File: config.mk
export PLATFORM = sky130hd
export DESIGN_NAME = vga_timing_gen_flat
export DESIGN_NICKNAME = d
export VERILOG_FILES = /design/src/rtl/vga_pkg.sv /design/src/rtl/vga_timing_gen_if.sv /design/src/rtl/vga_axis_cnt.sv /design/src/rtl/vga_timing_gen.sv /design/src/flat_wrapper.sv
export SDC_FILE = /design/constraint.sdc
export NUM_CORES = 1
export LEC_CHECK = 0
export BUFFER_PORTS_ARGS = -buffer_cell sky130_fd_sc_hd__buf_4
export CAP_MARGIN = 30
export CORE_ASPECT_RATIO = 2
export CORE_MARGIN = 2
export CORE_UTILIZATION = 46
export DETAILED_ROUTE_END_ITERATION = 8
export GPL_TIMING_DRIVEN = 0
export PLACE_DENSITY = 0.9
export SYNTH_ARGS = -nofsm -noshare
export SYNTH_HDL_FRONTEND = slang
export SYNTH_SLANG_ARGS = --single-unit
File: constraint.sdc
create_clock -name pclk -period 2.2 [get_ports pclk]
set_input_delay 0 -clock pclk [delete_from_list [all_inputs] [get_ports pclk]]
set_output_delay 0 -clock pclk [all_outputs]
set_load 0.01 [all_outputs]
File: src/rtl/vga_pkg.sv
// Shared definitions for the VGA timing generator.
// Contents: axis phase enum, 640x480@60 and 800x600@60 timing presets,
// and a helper that sums the four phase lengths of one axis.
package vga_pkg;

  typedef enum logic [1:0] {ACTIVE, FP, SYNC, BP} phase_e;

  // 640x480@60, 25.175 MHz pixel clock, negative syncs
  localparam int unsigned VGA640_H_ACTIVE = 640;
  localparam int unsigned VGA640_H_FP     = 16;
  localparam int unsigned VGA640_H_SYNC   = 96;
  localparam int unsigned VGA640_H_BP     = 48;
  localparam int unsigned VGA640_V_ACTIVE = 480;
  localparam int unsigned VGA640_V_FP     = 10;
  localparam int unsigned VGA640_V_SYNC   = 2;
  localparam int unsigned VGA640_V_BP     = 33;
  localparam logic        VGA640_HS_POL   = 1'b0;
  localparam logic        VGA640_VS_POL   = 1'b0;

  // 800x600@60, 40 MHz pixel clock, positive syncs
  localparam int unsigned SVGA800_H_ACTIVE = 800;
  localparam int unsigned SVGA800_H_FP     = 40;
  localparam int unsigned SVGA800_H_SYNC   = 128;
  localparam int unsigned SVGA800_H_BP     = 88;
  localparam int unsigned SVGA800_V_ACTIVE = 600;
  localparam int unsigned SVGA800_V_FP     = 1;
  localparam int unsigned SVGA800_V_SYNC   = 4;
  localparam int unsigned SVGA800_V_BP     = 23;
  localparam logic        SVGA800_HS_POL   = 1'b1;
  localparam logic        SVGA800_VS_POL   = 1'b1;

  function automatic int unsigned axis_total(input int unsigned len_active,
                                             input int unsigned len_fp,
                                             input int unsigned len_sync,
                                             input int unsigned len_bp);
    return len_active + len_fp + len_sync + len_bp;
  endfunction

endpackage

File: src/rtl/vga_timing_gen_if.sv
// Scan-side bundle of the VGA timing generator.
// master: generator (drives coordinates, strobes, syncs, colour; reads vga_data)
// slave : buffer/DAC side (drives vga_data; reads everything else)
interface vga_timing_gen_if #(
  parameter int unsigned CW = 12
);
  logic [23:0]   vga_data;
  logic [CW-1:0] h_addr;
  logic [CW-1:0] v_addr;
  logic [7:0]    char_col;
  logic [6:0]    char_row;
  logic [3:0]    cell_x;
  logic [3:0]    cell_y;
  logic          frame_start;
  logic          line_start;
  logic          hsync;
  logic          vsync;
  logic          valid;
  logic [7:0]    vga_r;
  logic [7:0]    vga_g;
  logic [7:0]    vga_b;

  modport master (
    input  vga_data,
    output h_addr, v_addr, char_col, char_row, cell_x, cell_y,
           frame_start, line_start, hsync, vsync, valid,
           vga_r, vga_g, vga_b
  );

  modport slave (
    output vga_data,
    input  h_addr, v_addr, char_col, char_row, cell_x, cell_y,
           frame_start, line_start, hsync, vsync, valid,
           vga_r, vga_g, vga_b
  );
endinterface

File: src/rtl/vga_axis_cnt.sv
// One scan axis: wrap counter 0..TOTAL-1 with enable, plus phase decode.
// Ports: clk, reset (sync, active-high), en (advance),
//        count (registered), last_c (count at TOTAL-1), phase, active, sync_raw.
module vga_axis_cnt
  import vga_pkg::*;
#(
  parameter int unsigned CW         = 12,
  parameter int unsigned LEN_ACTIVE = 640,
  parameter int unsigned LEN_FP     = 16,
  parameter int unsigned LEN_SYNC   = 96,
  parameter int unsigned LEN_BP     = 48
) (
  input  logic          clk,
  input  logic          reset,
  input  logic          en,
  output logic [CW-1:0] count,
  output logic          last_c,
  output phase_e        phase,
  output logic          active,
  output logic          sync_raw
);

  localparam int unsigned TOTAL = axis_total(LEN_ACTIVE, LEN_FP, LEN_SYNC, LEN_BP);

  // Boundaries are one bit wider so a total of exactly 2^CW still compares correctly
  localparam logic [CW:0]   END_ACTIVE = (CW+1)'(LEN_ACTIVE);
  localparam logic [CW:0]   END_FP     = (CW+1)'(LEN_ACTIVE + LEN_FP);
  localparam logic [CW:0]   END_SYNC   = (CW+1)'(LEN_ACTIVE + LEN_FP + LEN_SYNC);
  localparam logic [CW-1:0] LAST       = CW'(TOTAL - 1);

  logic [CW:0] count_w;

  assign count_w = {1'b0, count};
  assign last_c  = (count == LAST);

  // Wrap counter
  always_ff @(posedge clk) begin
    if (reset) begin
      count <= '0;
    end else if (en) begin
      count <= last_c ? '0 : count + CW'(1);
    end
  end

  // Phase decode: active, front porch, sync, back porch
  always_comb begin
    phase = BP;
    if (count_w < END_ACTIVE) begin
      phase = ACTIVE;
    end else if (count_w < END_FP) begin
      phase = FP;
    end else if (count_w < END_SYNC) begin
      phase = SYNC;
    end
  end

  assign active   = (phase == ACTIVE);
  assign sync_raw = (phase == SYNC);

endmodule

File: src/rtl/vga_timing_gen.sv
// Parametrised VGA timing generator on the pixel clock.
// Ports: pclk, reset (sync, active-high), bus (vga_timing_gen_if.master):
//   stage-0 h_addr/v_addr, cell coordinates and frame/line strobes for the buffer;
//   hsync/vsync/valid delayed by DATA_LAT; vga_r/g/b = vga_data gated by delayed valid.
// Optional feature macro: VGA_CHAR_CELL_EN (character-cell coordinates; tied to 0 when undefined).
module vga_timing_gen
  import vga_pkg::*;
#(
  parameter int unsigned CW       = 12,
  parameter int unsigned H_ACTIVE = VGA640_H_ACTIVE,
  parameter int unsigned H_FP     = VGA640_H_FP,
  parameter int unsigned H_SYNC   = VGA640_H_SYNC,
  parameter int unsigned H_BP     = VGA640_H_BP,
  parameter int unsigned V_ACTIVE = VGA640_V_ACTIVE,
  parameter int unsigned V_FP     = VGA640_V_FP,
  parameter int unsigned V_SYNC   = VGA640_V_SYNC,
  parameter int unsigned V_BP     = VGA640_V_BP,
  parameter logic        HS_POL   = VGA640_HS_POL,
  parameter logic        VS_POL   = VGA640_VS_POL,
  parameter int unsigned DATA_LAT = 1,
  parameter int unsigned CELL_W   = 9,
  parameter int unsigned CELL_H   = 16
) (
  input  logic             pclk,
  input  logic             reset,
  vga_timing_gen_if.master bus
);

  localparam int unsigned H_TOTAL = axis_total(H_ACTIVE, H_FP, H_SYNC, H_BP);
  localparam int unsigned V_TOTAL = axis_total(V_ACTIVE, V_FP, V_SYNC, V_BP);

  // Elaboration-time parameter checks
  if (64'(H_TOTAL) > (64'(1) << CW)) begin : g_bad_h_total
    $error("vga_timing_gen: H_TOTAL does not fit in CW bits");
  end
  if (64'(V_TOTAL) > (64'(1) << CW)) begin : g_bad_v_total
    $error("vga_timing_gen: V_TOTAL does not fit in CW bits");
  end
  if (CELL_W == 0 || CELL_W > 16 || CELL_H == 0 || CELL_H > 16) begin : g_bad_cell
    $error("vga_timing_gen: CELL_W/CELL_H must be 1..16");
  end
  if (DATA_LAT > 7) begin : g_bad_lat
    $error("vga_timing_gen: DATA_LAT must be 0..7");
  end

  logic [CW-1:0] x, y;
  logic          x_last, y_last;
  logic          h_act, v_act;
  logic          h_sync, v_sync;
  phase_e        h_phase, v_phase;
  logic          valid_raw;

  vga_axis_cnt #(
    .CW(CW), .LEN_ACTIVE(H_ACTIVE), .LEN_FP(H_FP), .LEN_SYNC(H_SYNC), .LEN_BP(H_BP)
  ) u_h_cnt (
    .clk(pclk), .reset(reset), .en(1'b1),
    .count(x), .last_c(x_last), .phase(h_phase), .active(h_act), .sync_raw(h_sync)
  );

  vga_axis_cnt #(
    .CW(CW), .LEN_ACTIVE(V_ACTIVE), .LEN_FP(V_FP), .LEN_SYNC(V_SYNC), .LEN_BP(V_BP)
  ) u_v_cnt (
    .clk(pclk), .reset(reset), .en(x_last),
    .count(y), .last_c(y_last), .phase(v_phase), .active(v_act), .sync_raw(v_sync)
  );

  // Phase and vertical wrap are exported by the counters but not needed here
  logic unused_ok;
  assign unused_ok = ^{h_phase, v_phase, y_last};

  // Stage-0 outputs; strobes suppressed while reset is held
  assign valid_raw       = h_act & v_act;
  assign bus.h_addr      = valid_raw ? x : '0;
  assign bus.v_addr      = valid_raw ? y : '0;
  assign bus.frame_start = !reset && (x == '0) && (y == '0);
  assign bus.line_start  = !reset && (x == '0) && v_act;

  // Delay pipe for {hsync, vsync, valid}, aligning them with the buffer read latency
  localparam logic [2:0] PIPE_RST = {~HS_POL, ~VS_POL, 1'b0};

  logic [2:0] raw, dly;

  assign raw = {h_sync ? HS_POL : ~HS_POL, v_sync ? VS_POL : ~VS_POL, valid_raw};

  if (DATA_LAT == 0) begin : g_no_pipe
    assign dly = raw;
  end else if (DATA_LAT == 1) begin : g_pipe1
    logic [2:0] sr;
    always_ff @(posedge pclk) begin
      if (reset) begin
        sr <= PIPE_RST;
      end else begin
        sr <= raw;
      end
    end
    assign dly = sr;
  end else begin : g_pipe_n
    logic [3*DATA_LAT-1:0] sr;
    always_ff @(posedge pclk) begin
      if (reset) begin
        sr <= {DATA_LAT{PIPE_RST}};
      end else begin
        sr <= {sr[3*DATA_LAT-4:0], raw};
      end
    end
    assign dly = sr[3*DATA_LAT-1 -: 3];
  end

  assign bus.hsync = dly[2];
  assign bus.vsync = dly[1];
  assign bus.valid = dly[0];

  // Colour passes only under delayed valid, so blanking never leaks buffer data
  assign {bus.vga_r, bus.vga_g, bus.vga_b} = (dly[0] && !reset) ? bus.vga_data : 24'h0;

`ifdef VGA_CHAR_CELL_EN
  localparam logic [3:0]    CX_LAST = 4'(CELL_W - 1);
  localparam logic [3:0]    CY_LAST = 4'(CELL_H - 1);
  localparam logic [CW-1:0] X_END   = CW'(H_ACTIVE - 1);
  localparam logic [CW-1:0] Y_END   = CW'(V_ACTIVE - 1);

  logic [3:0] cx, cy;
  logic [7:0] col;
  logic [6:0] row;

  // Column cell tracker: holds the cell position of the current x, cleared
  // for the next line once the last active pixel is reached
  always_ff @(posedge pclk) begin
    if (reset || x >= X_END) begin
      cx  <= '0;
      col <= '0;
    end else if (cx == CX_LAST) begin
      cx  <= '0;
      col <= col + 8'(1);
    end else begin
      cx <= cx + 4'(1);
    end
  end

  // Row cell tracker: same rule, advanced once per line
  always_ff @(posedge pclk) begin
    if (reset) begin
      cy  <= '0;
      row <= '0;
    end else if (x_last) begin
      if (y >= Y_END) begin
        cy  <= '0;
        row <= '0;
      end else if (cy == CY_LAST) begin
        cy  <= '0;
        row <= row + 7'(1);
      end else begin
        cy <= cy + 4'(1);
      end
    end
  end

  assign bus.cell_x   = valid_raw ? cx  : '0;
  assign bus.cell_y   = valid_raw ? cy  : '0;
  assign bus.char_col = valid_raw ? col : '0;
  assign bus.char_row = valid_raw ? row : '0;
`else
  assign bus.cell_x   = '0;
  assign bus.cell_y   = '0;
  assign bus.char_col = '0;
  assign bus.char_row = '0;
`endif

endmodule

File: src/flat_wrapper.sv
// flat-port wrapper written by rule: the top's interface ports become plain ports
module vga_timing_gen_flat import vga_pkg::*;
#(
  parameter int unsigned CW       = 12,
  parameter int unsigned H_ACTIVE = VGA640_H_ACTIVE,
  parameter int unsigned H_FP     = VGA640_H_FP,
  parameter int unsigned H_SYNC   = VGA640_H_SYNC,
  parameter int unsigned H_BP     = VGA640_H_BP,
  parameter int unsigned V_ACTIVE = VGA640_V_ACTIVE,
  parameter int unsigned V_FP     = VGA640_V_FP,
  parameter int unsigned V_SYNC   = VGA640_V_SYNC,
  parameter int unsigned V_BP     = VGA640_V_BP,
  parameter logic        HS_POL   = VGA640_HS_POL,
  parameter logic        VS_POL   = VGA640_VS_POL,
  parameter int unsigned DATA_LAT = 1,
  parameter int unsigned CELL_W   = 9,
  parameter int unsigned CELL_H   = 16
)
  (pclk, reset, bus_vga_data, bus_h_addr, bus_v_addr, bus_char_col, bus_char_row, bus_cell_x, bus_cell_y, bus_frame_start, bus_line_start, bus_hsync, bus_vsync, bus_valid, bus_vga_r, bus_vga_g, bus_vga_b);
  vga_timing_gen_if #(.CW(CW)) bus_i ();
  input  logic pclk;
  input  logic reset;
  input wire logic [$bits(bus_i.vga_data)-1:0] bus_vga_data;
  output wire logic [$bits(bus_i.h_addr)-1:0] bus_h_addr;
  output wire logic [$bits(bus_i.v_addr)-1:0] bus_v_addr;
  output wire logic [$bits(bus_i.char_col)-1:0] bus_char_col;
  output wire logic [$bits(bus_i.char_row)-1:0] bus_char_row;
  output wire logic [$bits(bus_i.cell_x)-1:0] bus_cell_x;
  output wire logic [$bits(bus_i.cell_y)-1:0] bus_cell_y;
  output wire logic [$bits(bus_i.frame_start)-1:0] bus_frame_start;
  output wire logic [$bits(bus_i.line_start)-1:0] bus_line_start;
  output wire logic [$bits(bus_i.hsync)-1:0] bus_hsync;
  output wire logic [$bits(bus_i.vsync)-1:0] bus_vsync;
  output wire logic [$bits(bus_i.valid)-1:0] bus_valid;
  output wire logic [$bits(bus_i.vga_r)-1:0] bus_vga_r;
  output wire logic [$bits(bus_i.vga_g)-1:0] bus_vga_g;
  output wire logic [$bits(bus_i.vga_b)-1:0] bus_vga_b;
  assign bus_i.vga_data = bus_vga_data;
  assign bus_h_addr = bus_i.h_addr;
  assign bus_v_addr = bus_i.v_addr;
  assign bus_char_col = bus_i.char_col;
  assign bus_char_row = bus_i.char_row;
  assign bus_cell_x = bus_i.cell_x;
  assign bus_cell_y = bus_i.cell_y;
  assign bus_frame_start = bus_i.frame_start;
  assign bus_line_start = bus_i.line_start;
  assign bus_hsync = bus_i.hsync;
  assign bus_vsync = bus_i.vsync;
  assign bus_valid = bus_i.valid;
  assign bus_vga_r = bus_i.vga_r;
  assign bus_vga_g = bus_i.vga_g;
  assign bus_vga_b = bus_i.vga_b;
  vga_timing_gen #(.CW(CW), .H_ACTIVE(H_ACTIVE), .H_FP(H_FP), .H_SYNC(H_SYNC), .H_BP(H_BP), .V_ACTIVE(V_ACTIVE), .V_FP(V_FP), .V_SYNC(V_SYNC), .V_BP(V_BP), .HS_POL(HS_POL), .VS_POL(VS_POL), .DATA_LAT(DATA_LAT), .CELL_W(CELL_W), .CELL_H(CELL_H)) u_core (.pclk(pclk), .reset(reset), .bus(bus_i));
endmodule
Word level (Yosys, flattened, before mapping)
Cells that the tools add are included.
{"block": "word_totals", "output_inout_bits": 76, "inputBits": 26, "elab_cells": 38, "ff_bits": 27}
{"block": "op_classes", "order_cmp": 6, "eq_ne": 4, "n_addsub": 2, "muxes": 12, "n_bitwise": 1, "n_reduce_logical": 10}
{"op": "$lt A12 B10 Y1 const B", "n": 3}
{"op": "$lt A12 B9 Y1 const B", "n": 3}
{"op": "$mux W12", "n": 3}
{"op": "$add A12 B1 Y12 const B", "n": 2}
{"op": "$eq A12 B10 Y1 const B", "n": 2}
{"op": "$logic_not A12 Y1", "n": 2}
{"op": "$mux W24", "n": 1}
{"op": "$mux W2", "n": 4}
{"op": "$eq A2 B2 Y1 const B", "n": 2}
{"op": "$logic_and A1 B1 Y1", "n": 4}
{"op": "$logic_not A2 Y1", "n": 2}
{"op": "$mux W1", "n": 4}
{"op": "$reduce_or A2 Y1", "n": 1}
{"op": "$and A1 B1 Y1", "n": 1}
{"op": "$logic_not A1 Y1", "n": 1}

Logic depth before layout (Yosys ltp)
{"block": "depth", "word_depth": 7, "mapped_depth": 7}

By module
From an unflattened synthesis, not the netlist that was laid out.
{"block": "hier_totals", "hier_cells": 249, "area_unflattened_um2": 1943.1}
{"module": "vga_axis_cnt (u_core.u_v_cnt)", "cells_each": 79, "seq_area_each_um2": 240.2, "area_per_inst_um2": 678.2, "instances": 1}
{"module": "vga_timing_gen", "cells_each": 99, "seq_area_each_um2": 60.1, "area_per_inst_um2": 656.9, "instances": 1}
{"module": "vga_axis_cnt (u_core.u_h_cnt)", "cells_each": 71, "seq_area_each_um2": 240.2, "area_per_inst_um2": 608.1, "instances": 1}

Worst setup path after synthesis
Ideal clock, no wire load.
{"block": "synth_timing", "kind": "register to register", "start": "register u_core.u_h_cnt.count[0]", "end": "register u_core.u_v_cnt.count[6]", "stages_incl_launch_ff": 7, "period_less_slack_ns": 1.582, "path_slack_ns": 0.618, "path_buffers": 1, "arrival_time_ns": 1.512, "path_cell_list": "dfxtp_1 -> ha_1 -> and3_1 -> buf_2 -> nand4_1 -> or3_1 -> a21oi_1"}
{"block": "synth_between", "elab_chain_len": 1}
{"element": "start, declared", "line": "vga_axis_cnt.sv:16", "text": "output logic [CW-1:0] count,"}
{"element": "start signal, assigned", "line": "vga_axis_cnt.sv:41", "text": "count <= last_c ? '0 : count + CW'(1);"}
{"element": "$eq A12 B10 Y1", "line": "vga_axis_cnt.sv:34", "text": "assign last_c = (count == LAST);"}
{"element": "end signal, assigned", "line": "vga_axis_cnt.sv:41"}
{"element": "end, declared", "line": "vga_axis_cnt.sv:16"}
Every way passes these cells.
A chain may end at the register's enable or synchronous reset.

Final worst setup path
{"block": "layout_timing", "start": "register u_core.u_h_cnt.count[6]", "end": "output bus_h_addr[1]"}
{"block": "layout_between", "elab_chain_len": 7}
{"element": "$lt A12 B10 Y1", "line": "vga_axis_cnt.sv:52", "text": "end else if (count_w < END_SYNC) begin"}
{"element": "$mux W1", "line": "vga_axis_cnt.sv:52"}
{"element": "$mux W2", "line": "vga_axis_cnt.sv:50", "text": "end else if (count_w < END_FP) begin"}
{"element": "$mux W2 (*)", "line": "vga_axis_cnt.sv:48", "text": "if (count_w < END_ACTIVE) begin"}
{"element": "$logic_not A2 Y1 (*)", "line": "vga_axis_cnt.sv:57", "text": "assign active = (phase == ACTIVE);"}
{"element": "$and A1 B1 Y1 (*)", "line": "vga_timing_gen.sv:72", "text": "assign valid_raw = h_act & v_act;"}
{"element": "$mux W12 (*)", "line": "vga_timing_gen.sv:73", "text": "assign bus.h_addr = valid_raw ? x : '0;"}
{"element": "end, declared", "line": "flat_wrapper.sv:24", "text": "output wire logic [$bits(bus_i.h_addr)-1:0] bus_h_addr;"}
Every way passes the cells marked *; elsewhere a longest branch is shown, timed or not.

==> impl_results.md <==
* Max_cap viols at 0
* Worst Hold End: u_core.u_h_cnt.count[11]
* Hold_ws at 0.0177 ns
* Final Max Tran Viols at 0
* Wl on met1 at roughly 1900 um
* Layout fillers at about 360
* H-tree levels at 1
* Post-DP Area at between 2000 and 3000 um2
* Tmin final at between 2 and 2.5 ns
* Yosys reg bits at 27
* R2R depth at 6
* Deepest clock path buffer count at 2
* Cell Pwr Density at about 360 nW/um2
* Global-route wire length before repair at between 8000 and 9000 um
* Final Util at ~67%
* Count of final setup violators at 0
* Pint at around 0.74 mW
* Post-place setup slack at approximately 0.3 ns
* Port Buffers at 73
* Fin area at about 2700 um2
* Nets at just under 400
* LEAKAGE at ~1.3 nW
* CORE AREA at approximately 4000 um2
* Nature of the critical path endpoint: primary output
* CP required at ~2.2 ns
* Switching Share at 25.9%
* Die Ht at 96.2 um
* Cell count after synthesis at about 250
* Min-delay worst type: in2reg
* Clock tree sinks at 27
* Met2 wire len at a little under 3000 um
* Worst R2R End: u_core.u_v_cnt.count[2]
* Peak VDD IR at roughly 440 uV
* Reg2reg start: u_core.u_h_cnt.count[0]
* Initial drt markers at between 70 and 80
* Hold buffer count at cts at 0
* Starting Density at 47.8%
* PnR worst setup slack at 0.0796 ns
* Register share of total power at 50.2%
* IO Pins at around 100
* Total track usage at 21.5%
* CTS root buffer: clkbuf_8
* Highest metal used: met4
* Hold Fails Final Rpt at 0
* Worst-path clk slew at ~0.10 ns
* DRC at 0
* Min-delay src: reset
* Largest net degree at the start of global routing at 15
* Internal reg-to-reg setup slack at 0.28 ns
* Top cells by area, synth: dfxtp_1 (28%), and2_1 (13%), buf_4 (12%)
* Antenna diode count at 0
* Biggest area consumer among synthesized cells: dfxtp_1
* Power, Total at around 1 mW
* Final WL at roughly 5400 um
* Psw at between 0.2 and 0.3 mW
* Period utilization at 96.4%
* Synthesis Warnings at 0
* Mapped cell area at ~2000 um2
* Antenna violations before repair at 0
* Vias per cell at 4.94
* Via count at between 2,000 and 2,500
* Crit Path Class: reg2out
* Share of layout cells above drive strength 1 at around a third
* Area grow syn2layout at 40.2%
* Vias in the first global route at ~1,800
* Clock power frac at between 20% and 30%
* Initial DRT Pass Iterations at 5
* WP data arrival at approximately 2.1 ns
* Sequential area share after synthesis at 27.6%
* Routability Congestion at 0.925
* Comb pwr share at 20.5%
* Layout Skew at approximately 0.0042 ns
* TritonCTS clock tree: done
* Status: complete, no violations
* Worst setup SP type: flop
* Dpl hpwl at roughly 4200 um
* Avg WL per Cell at roughly 13 um
* CTS buffer count at 3
* FP Rows at 33
* Peak Freq at between 400 and 500 MHz
* Clk Latency, worst-skew pair at between 0.2 and 0.3 ns
* DR WL met3 at about 340 um
* Crit path max fanout at 10
* Avg Inst Size Synth at around 7.8 um2
* Die area at 4820 um2
* GR Overflow Total at 0
* Post-synth top area share at between 20 and 30%
* Die width at between 50 and 60 um
* Antenna Nets Post-Route at 0
* Hold depth at 3
* Count of cell types in the netlist at 40
cells in the mapped netlist (all sizes together):
cell type   n
and2       42
buf        37
dfxtp      27
nor2       19
a21oi      12
inv        11
nand2      11
nand4      10
nand3       9
xnor2       9
nor3        8
o21ai       7
or3         7
nor4        6
and4        5
clkbuf      4
ha          4
nor2b       3
and3        2
nand3b      2
nor4b       2
xor2        2
a2111oi     1
a211oi      1
a21boi      1
a31oi       1
and4bb      1
conb        1
nand2b      1
nor3b       1
o211ai      1
o21ba       1
o21bai      1
o31ai       1
or2         1
kinds of logic after synthesis:
group | count (synthesis) | synth area share, %
other cells | 1 | 0.192
fa+ha+maj | 4 | 2.56
compound gates | 27 | 8.51
simple gates | 130 | 39.7
flops | 27 | 27.6
xor+xnor | 11 | 4.93
buf+inv | 52 | 16.5
worst max-delay path by stage:
stage | slack [ns] | startpoint | endpoint | depth (start not counted)
global route | -0.03 | u_core.u_h_cnt.count[6] | bus_h_addr[1] | 7
floorplan | 0.62 | u_core.u_h_cnt.count[0] | u_core.u_v_cnt.count[6] | 6
finish | 0.08 | u_core.u_h_cnt.count[6] | bus_h_addr[1] | 7
detailed placement | 0.30 | u_core.u_h_cnt.count[5] | bus_h_addr[1] | 7
CTS | 0.07 | u_core.u_h_cnt.count[5] | bus_h_addr[1] | 7
global placement | 0.31 | u_core.u_h_cnt.count[5] | bus_h_addr[4] | 7
sequential cells by signal, indices dropped and copies added (netlist names):
register	flops
u_core.dly	3
u_core.u_h_cnt.count	12
u_core.u_v_cnt.count	12
power groups by stage:
| stage | logic (mW) | clock network (mW) | registers, mW |
|---|---|---|---|
| after floorplan | 0.117 | 0 | 0.510 |
| after global placement | 0.198 | 0 | 0.511 |
| after detailed placement | 0.200 | 0 | 0.511 |
| after CTS | 0.201 | 0.293 | 0.500 |
| after global routing | 0.220 | 0.313 | 0.501 |
| final | 0.204 | 0.292 | 0.500 |
per-stage QoR:
stage / setup TNS, ns / instances
2_1_floorplan: 0 / 279
3_3_place_gp: 0 / 404
3_5_place_dp: 0 / 404
4_1_cts: 0 / 408
5_1_grt: -0.191 / 410
6_report: 0 / 410
layout make-up:
class	count	area [um2]	area share [%]
clock buffers	4	45.0	1.64
multi-input cells	200	1210	44.0
flip-flops and latches	27	541	19.7
well taps	52	65.1	2.37
repair buffers	75	563	20.5
plain buffers	41	282	10.3
inverters	11	41.3	1.51
layer usage:
metal | up-vias | track usage [%]
li1 | 1005 | -
met1 | 904 | 21.7
met2 | 101 | 42.1
met3 | 17 | 2.95
met4 | 0 | 9.49
met5 | - | 0
cell usage in the layout, fill, tap and decap left out, types with 9 or more instances in the layout:
master   count
nor2_1      19
nand3_1      9
nand4_1      9
buf_4      105
xnor2_1      9
conb_1      28
and2_1      42
nand2_1     11
inv_1       11
a21oi_1     12
dfxtp_1     27
critical path: stages, from the launching register on:
cell      delay (ns)
dfxtp_1         0.35
buf_6           0.14
a21boi_0        0.30
o31ai_2         0.15
a211oi_4        0.40
buf_4           0.23
and2_1          0.14
buf_4           0.12
what timing repair did:
action	4_1_cts	5_1_grt
endpoints found under the setup margin	6	10
resized for setup	1	1
pin swaps	0	1
gates cloned	0	0
buffers inserted	0	2
No activity file was read; power rests on OpenSTA's default activity.
